### src/rtl/maze_pkg.sv
// Shared maze constants, direction/state encodings and cell addressing.
package maze_pkg;

    localparam int GRID_W = 16;
    localparam int GRID_H = 12;

    typedef enum logic [1:0] {
        DIR_UP    = 2'd0,
        DIR_DOWN  = 2'd1,
        DIR_LEFT  = 2'd2,
        DIR_RIGHT = 2'd3
    } dir_t;

    typedef enum logic [2:0] {
        S_IDLE   = 3'd0,
        S_LOOKUP = 3'd1,
        S_COMMIT = 3'd2,
        S_DRAIN  = 3'd3,
        S_WON    = 3'd4
    } state_t;

    // Row-major cell index; callers truncate to their address width.
    function automatic int unsigned cell_addr(input int unsigned x,
                                              input int unsigned y,
                                              input int unsigned gw);
        return y * gw + x;
    endfunction

endpackage

### src/rtl/maze_dir_sel.sv
// Priority pick of simultaneous direction pulses, target cell and off-grid flag.
module maze_dir_sel
    import maze_pkg::*;
#(
    parameter int GW = 16,
    parameter int GH = 12,
    parameter int XW = 4,
    parameter int YW = 4
) (
    input  logic          i_up,
    input  logic          i_down,
    input  logic          i_left,
    input  logic          i_right,
    input  logic [XW-1:0] i_x,
    input  logic [YW-1:0] i_y,
    output logic          o_req,
    output dir_t          o_dir,
    output logic          o_off,
    output logic [XW-1:0] o_tx,
    output logic [YW-1:0] o_ty
);

    always_comb begin
        o_req = i_up | i_down | i_left | i_right;
        if (i_up)        o_dir = DIR_UP;
        else if (i_down) o_dir = DIR_DOWN;
        else if (i_left) o_dir = DIR_LEFT;
        else             o_dir = DIR_RIGHT;

        o_tx  = i_x;
        o_ty  = i_y;
        o_off = 1'b0;
        // Edge test comes first so the wrapped coordinate is never used.
        case (o_dir)
            DIR_UP: begin
                o_off = (i_y == '0);
                o_ty  = i_y - YW'(1);
            end
            DIR_DOWN: begin
                o_off = (i_y == YW'(GH - 1));
                o_ty  = i_y + YW'(1);
            end
            DIR_LEFT: begin
                o_off = (i_x == '0);
                o_tx  = i_x - XW'(1);
            end
            default: begin
                o_off = (i_x == XW'(GW - 1));
                o_tx  = i_x + XW'(1);
            end
        endcase
    end

endmodule

### src/rtl/maze_move_ctrl.sv
// Player movement sequencer: wall lookup handshake, frame-synchronous commit,
// move counter and win detection.
module maze_move_ctrl
    import maze_pkg::*;
#(
    parameter int GRID_W  = maze_pkg::GRID_W,
    parameter int GRID_H  = maze_pkg::GRID_H,
    parameter int START_X = 0,
    parameter int START_Y = 0,
    parameter int GOAL_X  = 15,
    parameter int GOAL_Y  = 11,
    parameter int CNT_W   = 16,
    localparam int X_W    = $clog2(GRID_W),
    localparam int Y_W    = $clog2(GRID_H),
    localparam int ADDR_W = $clog2(GRID_W * GRID_H)
) (
    input  logic              Clk,
    input  logic              Reset,
    input  logic              up_p,
    input  logic              down_p,
    input  logic              left_p,
    input  logic              right_p,
    input  logic              restart_p,
    input  logic              frame_tick,
    output logic              rd_req,
    output logic [ADDR_W-1:0] rd_addr,
    input  logic              rd_valid,
    input  logic              rd_open,
    output logic [X_W-1:0]    player_x,
    output logic [Y_W-1:0]    player_y,
    output logic [CNT_W-1:0]  move_count,
    output logic              won,
    output logic              busy,
    output logic              bump
);

    state_t              r_state;
    state_t              w_next;
    logic [X_W-1:0]      r_x, r_tx, w_tx;
    logic [Y_W-1:0]      r_y, r_ty, w_ty;
    logic [CNT_W-1:0]    r_cnt;
    logic [ADDR_W-1:0]   r_rd_addr;
    logic                r_rd_req, r_won, r_busy, r_bump;
    logic                w_req, w_off, w_goal;
    dir_t                w_dir;

    maze_dir_sel #(
        .GW (GRID_W),
        .GH (GRID_H),
        .XW (X_W),
        .YW (Y_W)
    ) u_dir_sel (
        .i_up    (up_p),
        .i_down  (down_p),
        .i_left  (left_p),
        .i_right (right_p),
        .i_x     (r_x),
        .i_y     (r_y),
        .o_req   (w_req),
        .o_dir   (w_dir),
        .o_off   (w_off),
        .o_tx    (w_tx),
        .o_ty    (w_ty)
    );

    assign w_goal = (r_tx == X_W'(GOAL_X)) && (r_ty == Y_W'(GOAL_Y));

    always_ff @(posedge Clk or negedge Reset) begin
        if (!Reset) r_state <= S_IDLE;
        else        r_state <= w_next;
    end

    always_comb begin
        w_next = r_state;
        case (r_state)
            S_IDLE:   if (!restart_p && w_req && !w_off) w_next = S_LOOKUP;
            S_LOOKUP: begin
                if (restart_p)     w_next = rd_valid ? S_IDLE : S_DRAIN;
                else if (rd_valid) w_next = rd_open ? S_COMMIT : S_IDLE;
            end
            S_COMMIT: begin
                if (restart_p)       w_next = S_IDLE;
                else if (frame_tick) w_next = w_goal ? S_WON : S_IDLE;
            end
            // Restart cannot abandon DRAIN: the stale response must still be swallowed.
            S_DRAIN:  if (rd_valid) w_next = S_IDLE;
            S_WON:    if (restart_p) w_next = S_IDLE;
            default:  w_next = S_IDLE;
        endcase
    end

    always_ff @(posedge Clk or negedge Reset) begin
        if (!Reset) begin
            r_x       <= X_W'(START_X);
            r_y       <= Y_W'(START_Y);
            r_tx      <= X_W'(START_X);
            r_ty      <= Y_W'(START_Y);
            r_cnt     <= '0;
            r_won     <= 1'b0;
            r_busy    <= 1'b0;
            r_bump    <= 1'b0;
            r_rd_req  <= 1'b0;
            r_rd_addr <= '0;
        end else begin
            r_bump   <= 1'b0;
            r_rd_req <= (w_next == S_LOOKUP);
            r_busy   <= (w_next == S_LOOKUP) || (w_next == S_COMMIT) || (w_next == S_DRAIN);
            if (restart_p) begin
                r_x   <= X_W'(START_X);
                r_y   <= Y_W'(START_Y);
                r_cnt <= '0;
                r_won <= 1'b0;
            end else begin
                case (r_state)
                    S_IDLE: begin
                        if (w_req && w_off) begin
                            r_bump <= 1'b1;
                        end else if (w_req) begin
                            r_tx      <= w_tx;
                            r_ty      <= w_ty;
                            r_rd_addr <= ADDR_W'(cell_addr(32'(w_tx), 32'(w_ty),
                                                           32'(GRID_W)));
                        end
                    end
                    S_LOOKUP: if (rd_valid && !rd_open) r_bump <= 1'b1;
                    S_COMMIT: begin
                        if (frame_tick) begin
                            r_x <= r_tx;
                            r_y <= r_ty;
                            if (r_cnt != {CNT_W{1'b1}}) r_cnt <= r_cnt + CNT_W'(1);
                            if (w_goal) r_won <= 1'b1;
                        end
                    end
                    default: ;
                endcase
            end
        end
    end

    assign rd_req     = r_rd_req;
    assign rd_addr    = r_rd_addr;
    assign player_x   = r_x;
    assign player_y   = r_y;
    assign move_count = r_cnt;
    assign won        = r_won;
    assign busy       = r_busy;
    assign bump       = r_bump;

endmodule

### config.mk
export PLATFORM = sky130hd
export DESIGN_NAME = maze_move_ctrl
export DESIGN_NICKNAME = d
export VERILOG_FILES = /design/src/rtl/maze_pkg.sv /design/src/rtl/maze_dir_sel.sv /design/src/rtl/maze_move_ctrl.sv
export SDC_FILE = /design/constraint.sdc
export NUM_CORES = 1
export LEC_CHECK = 0
export CORE_MARGIN = 4
export CORE_UTILIZATION = 31
export DETAILED_ROUTE_END_ITERATION = 12
export GPL_ROUTABILITY_DRIVEN = 0
export PLACE_DENSITY = 0.61
export SETUP_SLACK_MARGIN = 0.5
export SYNTH_ARGS = -nofsm -noshare
export SYNTH_HDL_FRONTEND = slang
export SYNTH_SLANG_ARGS = --single-unit
### constraint.sdc
create_clock -name Clk -period 1.76 [get_ports Clk]
set_input_delay 0.352 -clock Clk [delete_from_list [all_inputs] [get_ports Clk]]
set_output_delay 0.352 -clock Clk [all_outputs]
set_load 0.01 [all_outputs]
; Yosys cells after proc, flatten, opt, wreduce, memory -nomap -nowiden
; Cells that the tools add are included.
[classes]
addsub = 6
eq_ne = 14
n_mux = 35
bitwise = 5
n_reduce_logical = 23
[ops]
columns = op, count
row1 = 16-bit 2-to-1 mux, 4
row2 = 3-bit 2-to-1 mux, 8
row3 = 4-bit 2-to-1 mux, 6
row4 = 16-bit by 1-bit adder with 16-bit output (second input constant), 1
row5 = 4-bit == test (second input constant), 4
row6 = 16-bit inequality test (second input constant), 1
row7 = 4-bit one-hot mux with 2 select lines, 2
row8 = 3-bit one-hot mux with 5 select lines, 1
row9 = 3-bit by 2-bit == test with 1-bit output (second input constant), 4
row10 = 4-bit by 1-bit adder with 4-bit output (second input constant), 2
row11 = 8-bit by 4-bit adder with 8-bit output, 1
row12 = 4-bit zero test, 2
row13 = 1-bit 2-to-1 mux, 8
row14 = 2-bit 2-to-1 mux, 4
row15 = 2-bit nonzero test, 4
row16 = 4-bit by 1-bit subtractor with 4-bit output (second input constant), 2
row17 = 3-bit by 1-bit == test with 1-bit output (second input constant), 2
row18 = 3-bit AND reduction, 2
row19 = 1-bit logical AND, 5
row20 = 4-bit AND reduction, 1
row21 = 3-bit == test (second input constant), 1
row22 = 1-bit zero test, 3
row23 = 3-bit zero test, 1
row24 = 1-bit OR, 3
row25 = 9 further kinds, 11
[word_totals]
register_bits = 47
out_inout_bits = 36
elab_cells = 94

; Depth between registers and ports, before layout
; Gate-level depths: netlist (run 1).
[logic_depth]
word_depth = 12
depth_mapped = 9
mapped_depth_nobuf = 9

; By module
; A second synthesis (run 1) with hierarchy kept.
[unflattened]
cells_unflattened = 230
hier_area_um2 = 2243.4
[modules_own_cells]
columns = module, instances, cells_each, area_each_um2
row1 = maze_move_ctrl, 1, 183, 1899.3
row2 = maze_dir_sel, 1, 47, 344.1

; Worst setup path before layout (run 1)
; Ideal clock, no wire load.
[synth_timing]
kind = input to register
start = in up_p
end = reg r_rd_addr[3], in the netlist rd_addr[3]
setup_ns = 0.125
arrival_time_ns = 1.953
slack_ns = -0.318
cell_stages = 9
path_cell_list = nor2_2 -> nand2_1 -> inv_1 -> ha_1 -> a21o_1 -> a21oi_1 -> mux2i_1 -> xnor2_1 -> mux2_2
[synth_via]
elab_chain_cells = 6
[synth_rtl]
columns = item, line
row1 = from (decl), maze_move_ctrl.sv:19  ; input logic up_p,
row2 = "parallel branches: the longest is 6 deep, another holds 8-bit by 4-bit adder with 8-bit output", --
row3 = to (signal assigned), maze_move_ctrl.sv:121  ; r_rd_addr <= ADDR_W'(cell_addr(32'(w_tx), 32'(w_ty),
row4 = to (decl), maze_move_ctrl.sv:42  ; logic [ADDR_W-1:0] r_rd_addr;
; Parallel ways; which one is timed is not known.
; A chain may end at the register's enable or synchronous reset.

; Worst setup path in the final report (run 1)
[layout_timing]
start = reg r_y[1], in the netlist player_y[1]
end = reg r_ty[0]
[layout_via]
elab_chain_cells = 5
[layout_rtl]
columns = item, line
row1 = from (decl), maze_move_ctrl.sv:40  ; logic [Y_W-1:0] r_y, r_ty, w_ty;
row2 = from (signal assigned), maze_move_ctrl.sv:95  ; r_y <= Y_W'(START_Y);
row3 = from (signal assigned), maze_move_ctrl.sv:110  ; r_y <= Y_W'(START_Y);
row4 = from (signal assigned), maze_move_ctrl.sv:129  ; r_y <= r_ty;
row5 = 4-bit == test or 4-bit zero test (tied branches), "maze_dir_sel.sv:40, maze_dir_sel.sv:36"
row6 = 1-bit one-hot mux with 3 select lines *, maze_dir_sel.sv:34  ; case (o_dir)
row7 = 1-bit logical AND *, maze_move_ctrl.sv:116  ; if (w_req && w_off) begin
row8 = 1-bit inverter (no line) *, --
row9 = 4-bit AND reduction (no line) *, --
row10 = to (signal assigned), maze_move_ctrl.sv:97  ; r_ty <= Y_W'(START_Y);
row11 = to (signal assigned), maze_move_ctrl.sv:120  ; r_ty <= w_ty;
row12 = to (decl), maze_move_ctrl.sv:40
; Mark *: on every way between the ends. The rest lies on a longest branch, timed or not.

==> impl_metrics.tcl, run 1 <==
set metrics [dict create \
    grt_pass1_wl_um 12400 \
    postCtsHoldBufs 0 \
    setup_viol 8 \
    syn-num-nets 242 \
    synthCells 225 \
    maxSlewHeadroom_pct 68.3 \
    pwr_density_cell_nw_per_um2 625 \
    synth-edff-count 0 \
    cp-start-kind "flop" \
    post-route-util_pct 62.3 \
    p_seq_share_pct 40.6 \
    comb_power_share_pct 35.5 \
    cts.reportedPaths.clkPinSlew_ps 90 \
    drive_above_1_share_pct 68.1 \
    layout_common_cells "63 x buf_6, 56 x buf_4, 26 x dfrtp_1, 16 x xnor2_1" \
    rows 30 \
    setup.worst_path.end_class "flop" \
    mostFrequentLayoutCell "buf_6" \
    setup-tns-final_ps -224 \
    grt_overflow 0 \
    finalNetCount 389 \
    coreArea_um2 6870 \
    firstDrtPassIters 4 \
    r2r_cells 6 \
    tightestPinTransition_ps 475 \
    yosys_register_bits 39 \
    switching_share_pct 33.0 \
    antenna_cells 0 \
    htreeDepth 2 \
    cp.arrival_ps 2000 \
    maxCapViolCount 0 \
    fmax_mhz 554 \
    cts.sinks 39 \
    synth.distinct_cells 51 \
    avgSynthCellArea_um2 9.85 \
    ys.flop_type "dfrtp_1" \
    die_y_um 92.5 \
    crit_slowest_cell "dfrtp_2" \
    io_pins 46 \
    detailroute.via_count 2330 \
    cp.required_ps 1950 \
    dp_slack_ps -648 \
    die_area_um2 8560 \
    cts_buffers 5 \
    clk_latency_ps 300 \
    post-dp-hpwl_um 4580 \
    antenna_found_initial 0 \
    async_reset_ff_share_pct 100 \
    drt-total-wl_um 7850 \
    grt_use_total_pct 18.3 \
    synthesis.area_um2 2220 \
    clock-skew-final_ps 6.62 \
    slowest_delay_ps 470 \
    crit_chain "nor4b_4 -> a21oi_2 -> a2bb2oi_2 -> o21ai_2 -> buf_6 -> mux2_2" \
    rsz0062_at_grt "yes" \
    yosysWarningCount 0 \
    vias_per_cell 4.97 \
    grt_max_degree 23 \
    violations "setup timing" \
    antenna_left 0 \
    portBuffers 45 \
    irDropWorstVdd_uv 490 \
    die-width_um 92.5 \
    wl_per_cell_um 16.7 \
    cellInternalPower_uw 1790 \
    p_total_uw 2680 \
    cts_tree "done" \
    hold_ws_ps 2.60 \
    fin_crit_sh_pct 103 \
    drv_slew 0 \
    path_max_fanout 5 \
    worst-setup-path-type "flop to flop" \
    cts-root-buf "clkbuf_8" \
    grt_pass1_vias 2457 \
    pwr-share-clk_pct 23.9 \
    setup_ws_ps -45.7 \
    p_sw_uw 883 \
    ys_seq_area_share_pct 44.0 \
    drc 0 \
    area_delta_synth_final_pct 93.3 \
    status "finished with violations" \
    power_leakage_uw 0.00199 \
    clk_path_buf_depth 2 \
    min_path_type "input pin to async pin" \
    drtIter0Drc 147 \
    start_util_pct 32.3 \
    hold_violations 0 \
    period_needed_ps 1810 \
]
[cell families (layout without fill, tap and decap cells)]
| group | count (synthesis) | after routing | synth area share (%) |
|---|---|---|---|
| DFF | 39 | 39 | 44.0 |
| xor gates and xnor gates | 16 | 16 | 6.32 |
| AOI/OAI and AO/OA | 46 | 46 | 12.6 |
| and+or+nand+nor | 88 | 88 | 22.8 |
| muxes | 12 | 12 | 5.99 |
| adders and majority gates | 7 | 7 | 4.63 |
| buffers and inverters | 17 | 165 | 3.67 |
[through the flow]
stage / cells / instance area (um^2)
after floorplan: 225 / 2380
after global placement: 397 / 3190
after detailed placement: 397 / 3190
after CTS: 458 / 4040
after global routing: 469 / 4280
final: 469 / 4280
[per-layer routing]
metal  part of all wire (%)  vias up  global-route usage, %
met5                      0        -                      0
met4                    1.5        0                   3.84
met3                    3.3       10                   3.66
met2                     53       54                   33.1
met1                     42     1170                   22.3
li1                       -     1096                      -
[synth_stat cells (3+ instances only)]
cell type  count  area (um^2)
and3_1         4         25.0
nand4_1        3         18.8
nand2_1       28          105
dfrtp_1       39          976
o21ai_0        8         40.0
inv_1         11         41.3
a211oi_1       5         37.5
mux2_2        10          113
nor4_1         6         37.5
a21oi_1       20          100
nor2_1        17         63.8
xnor2_1       16          140
nand3_1        5         25.0
ha_1           5         62.6
[state kept, by name, summed over array words and instances, names as in the netlist]
name and cells:
bump 1, rd_req 1, r_tx 3, player_y 4
r_state 3, r_ty 4, player_x 4, won 1
move_count 16, rd_addr 1, busy 1
[final timing paths]
kind,from,endpoint,slack (ps)
setup reg to reg,player_y[1],r_ty[0],-50
hold / removal,Reset,move_count[14],3
setup / recovery,player_y[1],r_ty[0],-50
max in group asynchronous,Reset,player_x[2],1260
hold reg to reg,won,won,520
min in group Clk,won,won,520
[power groups by stage]
stage | Sequential, uW | Combinational, uW | Clock [uW]
floorplan | 1140 | 215 | 0
CTS | 1080 | 801 | 657
global route | 1100 | 1010 | 691
detailed placement | 1120 | 612 | 0
global placement | 1120 | 606 | 0
finish | 1090 | 950 | 640
[worst max-delay path: cells and delay by family, from the launching register on]
kind                   cells  cell delay, ps
AND/OR/NAND/NOR            1             280
buffers and inverters      1             160
flip-flops                 1             470
multiplexers               1             340
AO/OA/AOI/OAI              3             440
[cell type report]
class	count	area, um^2
Clock buffer	5	68.8
Multi-Input combinational cell	169	1710
Clock inverter	3	20.0
Inverter	11	41.3
Fill cell	540	2590
Timing Repair Buffer	146	1330
Sequential cell	39	992
Tap cell	96	120
[timing repair]
item	4_1_cts	5_1_grt
gates cloned	1	0
pin swaps	24	22
resized for setup	261	45
buffers inserted	52	11
endpoints found under the setup margin	75	64
(Power assumes the default switching activity.)
==> inputs of run 2 (changes only) <==
HOLD_SLACK_MARGIN = 0.1   (was not set)
==> run 2 against run 1 <==
Effect of this change:
- the run still ends with setup timing left
- final cell count increased by 0.21%
- non-clock buffer count increased by 1
- critical path depth unchanged
- combinational power about the same
- hold slack improved by 520 ps
- largest cell class unchanged
- highest routed layer unchanged
==> impl_metrics.tcl, run 2 (synthesis results as in run 1) <==
set metrics [dict create \
    maxSlewHeadroom_pct 68.2 \
    fmax_mhz 554 \
    antenna_cells 0 \
    cts_tree "done" \
    post-dp-hpwl_um 4580 \
    p_total_uw 2680 \
    worst-setup-path-type "flop to flop" \
    coreArea_um2 6870 \
    hold_violations 0 \
    power_leakage_uw 0.00200 \
    drv_slew 0 \
    cts_buffers 5 \
    area_delta_synth_final_pct 93.7 \
    grt_max_degree 23 \
    rows 30 \
    grt_pass1_wl_um 12400 \
    mostFrequentLayoutCell "buf_6" \
    placed_area_um2 3190 \
    cts.sinks 39 \
    grt_use_met1_pct 22.4 \
    layout_common_cells "63 x buf_6, 56 x buf_4, 26 x dfrtp_1, 16 x xnor2_1" \
    path_buf_inv 1 \
    fillCellCount 542 \
    met2_usage_pct 33.1 \
    min_path_type "flop to flop" \
    crit_chain "nor4b_4 -> a21oi_2 -> a2bb2oi_2 -> o21ai_2 -> buf_6 -> mux2_2" \
    drt-total-wl_um 7880 \
    io_pins 46 \
    htreeDepth 2 \
    period_needed_ps 1810 \
    rsz0062_at_grt "yes" \
    grt_busiest_layer "met2" \
    path_max_fanout 5 \
    die_y_um 92.5 \
    violations "setup timing" \
    use_met3_pct 3.66 \
    multi_input_area_um2 1710 \
    fin_crit_sh_pct 103 \
    pwr_density_cell_nw_per_um2 624 \
    clk_path_buf_depth 2 \
    slowest_delay_ps 470 \
    antenna_found_initial 0 \
    portBuffers 45 \
    post-route-util_pct 62.5 \
    r2r_setup_slack_ps -50 \
    grt_use_total_pct 18.3 \
    fin_area_um2 4290 \
    critPathTopFamily "flip-flops" \
    final-seq-area_um2 992 \
    finalNetCount 390 \
    largest_register_ff_count 16 \
    setup_viol 8 \
    irDropWorstVdd_uv 490 \
    status "finished with violations" \
    hold_ws_ps 522 \
    vias_per_cell 4.98 \
    clk_latency_ps 300 \
    grt_overflow 0 \
    drtIter0Drc 163 \
    start_util_pct 32.3 \
    die_area_um2 8560 \
    firstDrtPassIters 4 \
    detailroute.via_count 2339 \
    clock-skew-final_ps 6.63 \
    setup_ws_ps -46.1 \
    antenna_left 0 \
    wl_per_cell_um 16.8 \
    cts-root-buf "clkbuf_8" \
    grt_pass1_vias 2461 \
    die-width_um 92.5 \
    maxCapViolCount 0 \
    crit_slowest_cell "dfrtp_2" \
    cp-start-kind "flop" \
    setup.worst_path.end_class "flop" \
    cp.required_ps 1950 \
    tightestPinTransition_ps 477 \
    drc 0 \
    dp_slack_ps -648 \
    drive_above_1_share_pct 67.9 \
    cts.reportedPaths.clkPinSlew_ps 90 \
    cp.arrival_ps 2000 \
]
==> run 2: cell count changes in the layout (fill, tap and decap cells not counted), sizes merged <==
cell	change
dlygate4sd3	+1
==> run 2: what timing repair did <==
item                       CTS  global route
setup buffers               52            11
hold endpoints to repair    17             0
setup endpoints to repair   75            64
gates cloned                 1             0
hold buffers                 1             0
pin swaps                   24            22
resized for setup          261            45
==> run 2: tightest hold or removal path, delay by kind of cell, from the launching register on <==
kind	cells	cell delay (ps)
AO/OA/AOI/OAI	1	50
flip-flops	1	380
buffers and inverters	1	70
==> run 2: final timing paths <==
kind | from | end | cells past startpoint
setup / recovery | player_y[1] | r_ty[0] | 6
hold reg to reg | won | won | 2
hold / removal | won | won | 2
min in group asynchronous | Reset | move_count[14] | 2
max in group asynchronous | Reset | player_x[2] | 3
setup reg to reg | player_y[1] | r_ty[0] | 6
==> run 2: metrics by stage <==
| stage | std cells | TNS [ps] |
|---|---|---|
| 3_3_place_gp | 397 | -8730 |
| 6_report | 470 | -227 |
| 4_1_cts | 459 | -31.3 |
| 3_5_place_dp | 397 | -9890 |
| 2_1_floorplan | 225 | -99.8 |
| 5_1_grt | 470 | -767 |
==> run 2: layout make-up <==
cell class	count	area share (%)
flip-flops and latches	39	23.1
inverters	11	0.962
clock buffers	5	1.60
clock inverters	3	0.466
well taps	96	2.80
multi-input cells	169	39.8
repair buffers	147	31.3
==> run 2: report_power, final <==
part | internal, uW | switching, uW | leakage [uW]
logic | 522 | 429 | 0.00145
clock network | 277 | 363 | 0.0000402
registers | 995 | 90.9 | 0.000505
total | 1790 | 883 | 0.00200
==> run 2: routing by layer <==
layer	share of wire [%]	wire, um	vias to the layer above
met5	0	0	-
met4	1.5	119	0
met3	3.3	263	10
met2	53	4190	51
met1	42	3300	1181
li1	-	-	1097
